`config.mk`:
```
export PLATFORM = sky130hd
export DESIGN_NAME = fifo_rd_stream
export DESIGN_NICKNAME = d
export VERILOG_FILES = /design/src/rtl/fifo_rd_stream.sv
export SDC_FILE = /design/constraint.sdc
export NUM_CORES = 1
export LEC_CHECK = 0
export CAP_MARGIN = 5
export CORE_MARGIN = 2
export CORE_UTILIZATION = 30
export CTS_CLUSTER_SIZE = 8
export DETAILED_ROUTE_END_ITERATION = 12
export GPL_ROUTABILITY_DRIVEN = 0
export PLACE_DENSITY = 0.5
export SLEW_MARGIN = 0
export SYNTH_ARGS = -nofsm -noshare
export SYNTH_HDL_FRONTEND = slang
export SYNTH_SLANG_ARGS = --single-unit
```
`constraint.sdc`:
```
create_clock -name i_clk -period 4.64 [get_ports i_clk]
set_input_delay 0.464 -clock i_clk [delete_from_list [all_inputs] [get_ports i_clk]]
set_output_delay 0.464 -clock i_clk [all_outputs]
set_load 0.005 [all_outputs]
```
`src/rtl/fifo_rd_stream.sv`:
```
// FIFO read side to valid/ready stream adapter with a 2-entry skid buffer.
// Optional `define FIFO_RD_STREAM_CNT_EN adds o_word_cnt, a 32-bit transfer counter.
module fifo_rd_stream #(
    parameter int DATA_WIDTH = 64
) (
    input  logic                  i_clk,
    input  logic                  i_rst,
    input  logic                  i_fifo_empty,
    output logic                  o_fifo_rd_en,
    input  logic [DATA_WIDTH-1:0] i_fifo_rd_data,
    output logic                  o_m_valid,
    input  logic                  i_m_ready,
    output logic [DATA_WIDTH-1:0] o_m_data
`ifdef FIFO_RD_STREAM_CNT_EN
    ,
    output logic [31:0]           o_word_cnt
`endif
);

    logic [DATA_WIDTH-1:0] buf_q [0:1];
    logic                  rd_ptr;
    logic                  wr_ptr;
    logic [1:0]            cnt;
    logic                  inf;
    logic [1:0]            occ;
    logic                  xfer;

    assign occ       = cnt + {1'b0, inf};
    assign xfer      = o_m_valid && i_m_ready;
    assign o_m_valid = (cnt != 2'd0);
    assign o_m_data  = buf_q[rd_ptr];

    // Reserved slots (buffered + in flight) never exceed two; a pop is only
    // issued into a free slot or one being vacated by a transfer this edge.
    // NOTE: the pop is gated by reset directly, since the cleared state alone
    // would still request a word from a non-empty FIFO during reset.
    assign o_fifo_rd_en = !i_rst && !i_fifo_empty && ((occ < 2'd2) || xfer);

    // NOTE: the two buffer words are reset so o_m_data reads zero in reset;
    // this is cheap at this depth and keeps the output deterministic.
    always_ff @(posedge i_clk or posedge i_rst) begin
        if (i_rst) begin
            buf_q[0] <= '0;
            buf_q[1] <= '0;
            rd_ptr   <= 1'b0;
            wr_ptr   <= 1'b0;
            cnt      <= 2'd0;
            inf      <= 1'b0;
        end else begin
            inf <= o_fifo_rd_en;
            if (inf) begin
                buf_q[wr_ptr] <= i_fifo_rd_data;
                wr_ptr        <= ~wr_ptr;
            end
            if (xfer) begin
                rd_ptr <= ~rd_ptr;
            end
            // Capture with simultaneous transfer leaves the count unchanged;
            // the new word lands behind the remaining entry via wr_ptr.
            case ({inf, xfer})
                2'b10:   cnt <= cnt + 2'd1;
                2'b01:   cnt <= cnt - 2'd1;
                default: cnt <= cnt;
            endcase
        end
    end

`ifdef FIFO_RD_STREAM_CNT_EN
    always_ff @(posedge i_clk or posedge i_rst) begin
        if (i_rst) begin
            o_word_cnt <= 32'd0;
        end else if (xfer) begin
            o_word_cnt <= o_word_cnt + 32'd1;
        end
    end
`endif

endmodule

```
Yosys cells after proc, flatten, opt, wreduce, memory -nomap -nowiden. Cells that the tools add are included.

Bits in registers: 133. Input bits: 68. Word-level logic and storage cells: 35.

Add/sub/neg operators: 3. Order comparisons: 4. Eq/ne operators: 2. Multiplexer cells: 7. Bitwise operators: 4. Reductions and logical operators: 9.

Operators with widths (count): two-way mux 64 bit (4); bitwise mux 128 bit (1); demux 64 bit (select 1 bit) (1); >= comparator 2 bit, second input constant (2); logical AND 1 bit (4); inverter 1 -> 2 bit (2); case mux 2 bit (2 select lines) (1); nonzero test 2 bit (2); adder 2 x 1 -> 2 bit (1); adder 2 x 1 -> 2 bit, second input constant (1); equality test 2 x 1 -> 1 bit, second input constant (1); equality test 2 bit, second input constant (1); logical NOT 1 bit (2); less-than comparator 2 x 1 -> 1 bit, second input constant (1); less-than comparator 2 bit, second input constant (1); inverter 1 bit (2); subtractor 2 x 1 -> 2 bit, second input constant (1); logical OR 1 bit (1).

Depth between registers and ports, before layout.
Depth in word-level cells: 6. Mapped depth: 6. Depth with buffers taken out: 6.

Worst setup path after synthesis. OpenSTA, ideal clock, no wires.

Path type: register -> output. Start: register rd_ptr. End: output o_m_data[0]. Data arrival time: 1068 ps. Setup slack: 3108 ps. Stages on the path, launching flop included: 4. Path through: dfrtp_1 > buf_2 > buf_2 > mux2_2.

Longest elaborated chain between the ends: 4.

RTL lines: from (decl) (RTL line 21) `logic rd_ptr;`; from (signal assigned) (RTL line 56) `rd_ptr <= ~rd_ptr;`; inverter 1 -> 2 bit (not written as such) (RTL line 31) `assign o_m_data = buf_q[rd_ptr];`; two-way mux 64 bit (not written as such) (3 in series) (RTL line 31); to (decl) (RTL line 13) `output logic [DATA_WIDTH-1:0] o_m_data`.

No other way between the ends. The select of a mux whose other input is x is not followed.

Worst setup path after layout.
Start: register rd_ptr. End: output o_m_data[48].

Same word-level chain as after synthesis.

==> summary.txt <==
Power
  – Switching Share: 26.54%
  – Flop pwr share: 35.8%
  – Clock power share: 23.7%
  – Pwr dens: 741.9 nW/um2
  – Leakage power: approximately 0.0032 uW
  – Peak supply drop: 0.2663 mV
  – Switching power: 1562 uW
  – Combinational share of power: roughly two fifths
  – Int Pwr: roughly 4300 uW

Floorplan
  – Initial Util: 30.79%
  – DIE HEIGHT: roughly 140 um
  – Core ar.: about 19,000 um2
  – Die X: 143.0 um
  – I/O Pins: 134
  – Std cell rows: 50
  – Die area: 20,450 um2

CTS
  – Post-CTS setup buffer count: 0
  – Maximum clock path buffer count: 2
  – Htree depth: 4
  – Count of hold-fix buffers inserted at cts: 0
  – Skew-Pair Late Insertion Delay: 0.42 ns
  – CTS Buf Count: 17
  – Root buf cell: clkbuf_16
  – CTS tree: built
  – Reg clk slew, reported paths: ~0.060 ns
  – Resize count post-CTS: 0
  – Clk sinks: 133

Synthesis
  – Synth area leader: dfrtp_1
  – Most common cell in the netlist: mux2_2
  – Mapped Avg Cell Area: 16.02 um2
  – Mapped Cells: 362
  – Ys Warns: 0
  – Cell variety after synth: 16
  – Post-synth EDFFs: 0
  – Syn_nets: 431
  – Post-synth top cells: mux2_2, dfrtp_1, buf_6
  – Sequential area share after synthesis: a little under three fifths
  – Synth Flop Type: dfrtp_1
  – Mapped Area: 5798 um2
  – Post-synth top area share: between 50% and 60%
  – Asr flop ratio synth: 100.0%
  – Main area contributors after synthesis: dfrtp_1, mux2_2, buf_6
  – Yosys reg bits: 133

Critical path
  – WP data required: roughly 4.2 ns
  – Max incr delay on CP: roughly 0.95 ns
  – Critical R2R Launch: inf
  – Critical path launch point: rd_ptr
  – Critical-path top delay cell: dfrtp_2
  – CP arrival: roughly 2.7 ns
  – CP Class: reg2out
  – Crit. End Element: primary output
  – Startpoint Class: flop
  – Worst-path fanout max: 36
  – Crit-path cells: buf_4, mux2_2, clkdlybuf4s50_1

Status
  – Status: complete, no violations

Route
  – Vias per cell: approximately 4.4
  – DR pass1 iterations: 2
  – WL final: between 10,000 and 15,000 um
  – # DRC: 0
  – Routed length per instance: 16.49 um
  – Vias: 3,426
  – Post-route ant nets: 0
  – Initial DRC count: 85

Placed design
  – Post-DP HPWL: 8128 um
  – Port Buffers: 133
  – Placed cell areas: 7312 um2

Min path
  – HP Start: buf_q[71]
  – Worst Hold Class: reg2reg

Timing
  – Crit share post-route: 67.69%
  – Final setup TNS: 0 ns
  – Fin. Hold Viols: 0
  – Final Max Slew Viols: 0
  – Worst Max-Slew Pin Slew: 0.9938 ns
  – Slew HR: 33.71%
  – Setup Skew: 0.008753 ns
  – Unrepaired setup endpoints after global routing: no
  – Final setup viols: 0
  – Fmax: 318.4 MHz
  – Final min period: between 3 and 4 ns

Final layout
  – Post-route cell area: 7931 um2
  – Area Overhead vs Synth: 36.79%
  – Layout cell share with drive strength beyond 1: 45.51%
  – Final core occ: 42.12%
  – N_diodes: 0
  – Final net count: roughly 570

Global routing
  – First-pass GRT wire length: 20,380 um
  – Initial antenna violation count: 0
  – Tot GR Track Use: 13.14%
  – Gr ovfl total: 0
  – Number of global-route vias before repair: between 3k and 4k
  – Pin count of the biggest net entering global routing: 73

Flow run
  – Max Cap Violations: 0
-- placed cells by master, fill, tap and decap left out --
master           synthesis  final
ha_1                     1      1
and2_1                   1      1
nand2_1                  1      1
clkbuf_1                 0      1
inv_1                    2      1
or2_2                    1      1
dfrtp_2                  0      1
clkbuf_16                0     17
bufinv_16                0      3
clkinv_2                 0      2
xnor2_1                  2      2
inv_6                    0      1
nor2_1                   2      2
clkinvlp_4               0      3
dfrtp_1                133    132
nand2_2                  1      1
clkdlybuf4s50_1          0    133
buf_4                    0      5
clkinv_4                 0      2
inv_4                    0      1
xor2_1                   4      4
o21a_1                   1      1
nand2b_4                 0      1
clkbuf_8                 4      3
mux2_2                 192    192
-- power groups by stage --
stage / combinational, uW / sequential (uW) / clock [uW]
2_1_floorplan: 1390 / 1950 / 0
3_3_place_gp: 2380 / 2120 / 0
3_5_place_dp: 2410 / 2130 / 0
4_1_cts: 2440 / 2120 / 1440
5_1_grt: 2580 / 2200 / 1490
6_report: 2380 / 2110 / 1400
-- area by class of cell --
class / count / area (um2)
repair buffers: 138 / 1369
flip-flops and latches: 133 / 3329
clock inverters: 11 / 148.9
inverters: 2 / 10.01
multi-input cells: 207 / 2278
clock buffers: 21 / 470.5
fillers: 1728 / 10900
well taps: 260 / 325.3
-- layer usage --
layer / part of all wire (%) / global-route usage [%] / up-vias
li1: - / - / 1564
met1: 44 / 15.96 / 1769
met2: 49 / 21.66 / 82
met3: 5.7 / 4.695 / 11
met4: 1.3 / 4.534 / 0
met5: 0 / 0 / -
-- path summary, 6_finish.rpt --
| check | to | slack (ns) | cells after the start |
|---|---|---|---|
| setup / recovery | o_m_data[48] | 1.50 | 3 |
| hold / removal | buf_q[71] | 0.50 | 1 |
| setup reg to reg | buf_q[55] | 2.36 | 3 |
| hold reg to reg | buf_q[71] | 0.50 | 1 |
| max in group asynchronous | buf_q[66] | 3.03 | 3 |
| min in group asynchronous | buf_q[113] | 0.65 | 2 |
-- kinds of logic after synthesis --
group                      count (synthesis)  share of synthesized area (%)
AOI/OAI and AO/OA                          1                         0.1295
xor gates and xnor gates                   6                         0.9063
adders and majority gates                  1                         0.2158
buffers and inverters                     22                          3.431
DFF                                      133                          57.40
muxes                                    192                          37.29
and+or+nand+nor                            7                         0.6261
-- critical path, delay by kind of cell (launching register included) --
kind                   cells  cell delay [ns]
buffers and inverters      2             0.92
flip-flops                 1             0.95
multiplexers               1             0.37
-- registers in the layout, summed over array words and instances (netlist names) --
register and flops:
rd_ptr 1, inf 1, cnt 2, wr_ptr 1, buf_q 128
-- per-stage QoR --
step                power, uW  setup slack [ns]  std cells  hold slack (ns)
finish                   5884             1.499        772           0.4995
global route             6271             1.327        772           0.5159
CTS                      5992             1.399        772           0.5029
detailed placement       4548             1.851        740           0.4888
global placement         4500             1.884        740           0.4808
floorplan                3341            0.6216        362           0.4729
No activity file was read; power rests on OpenSTA's default activity.
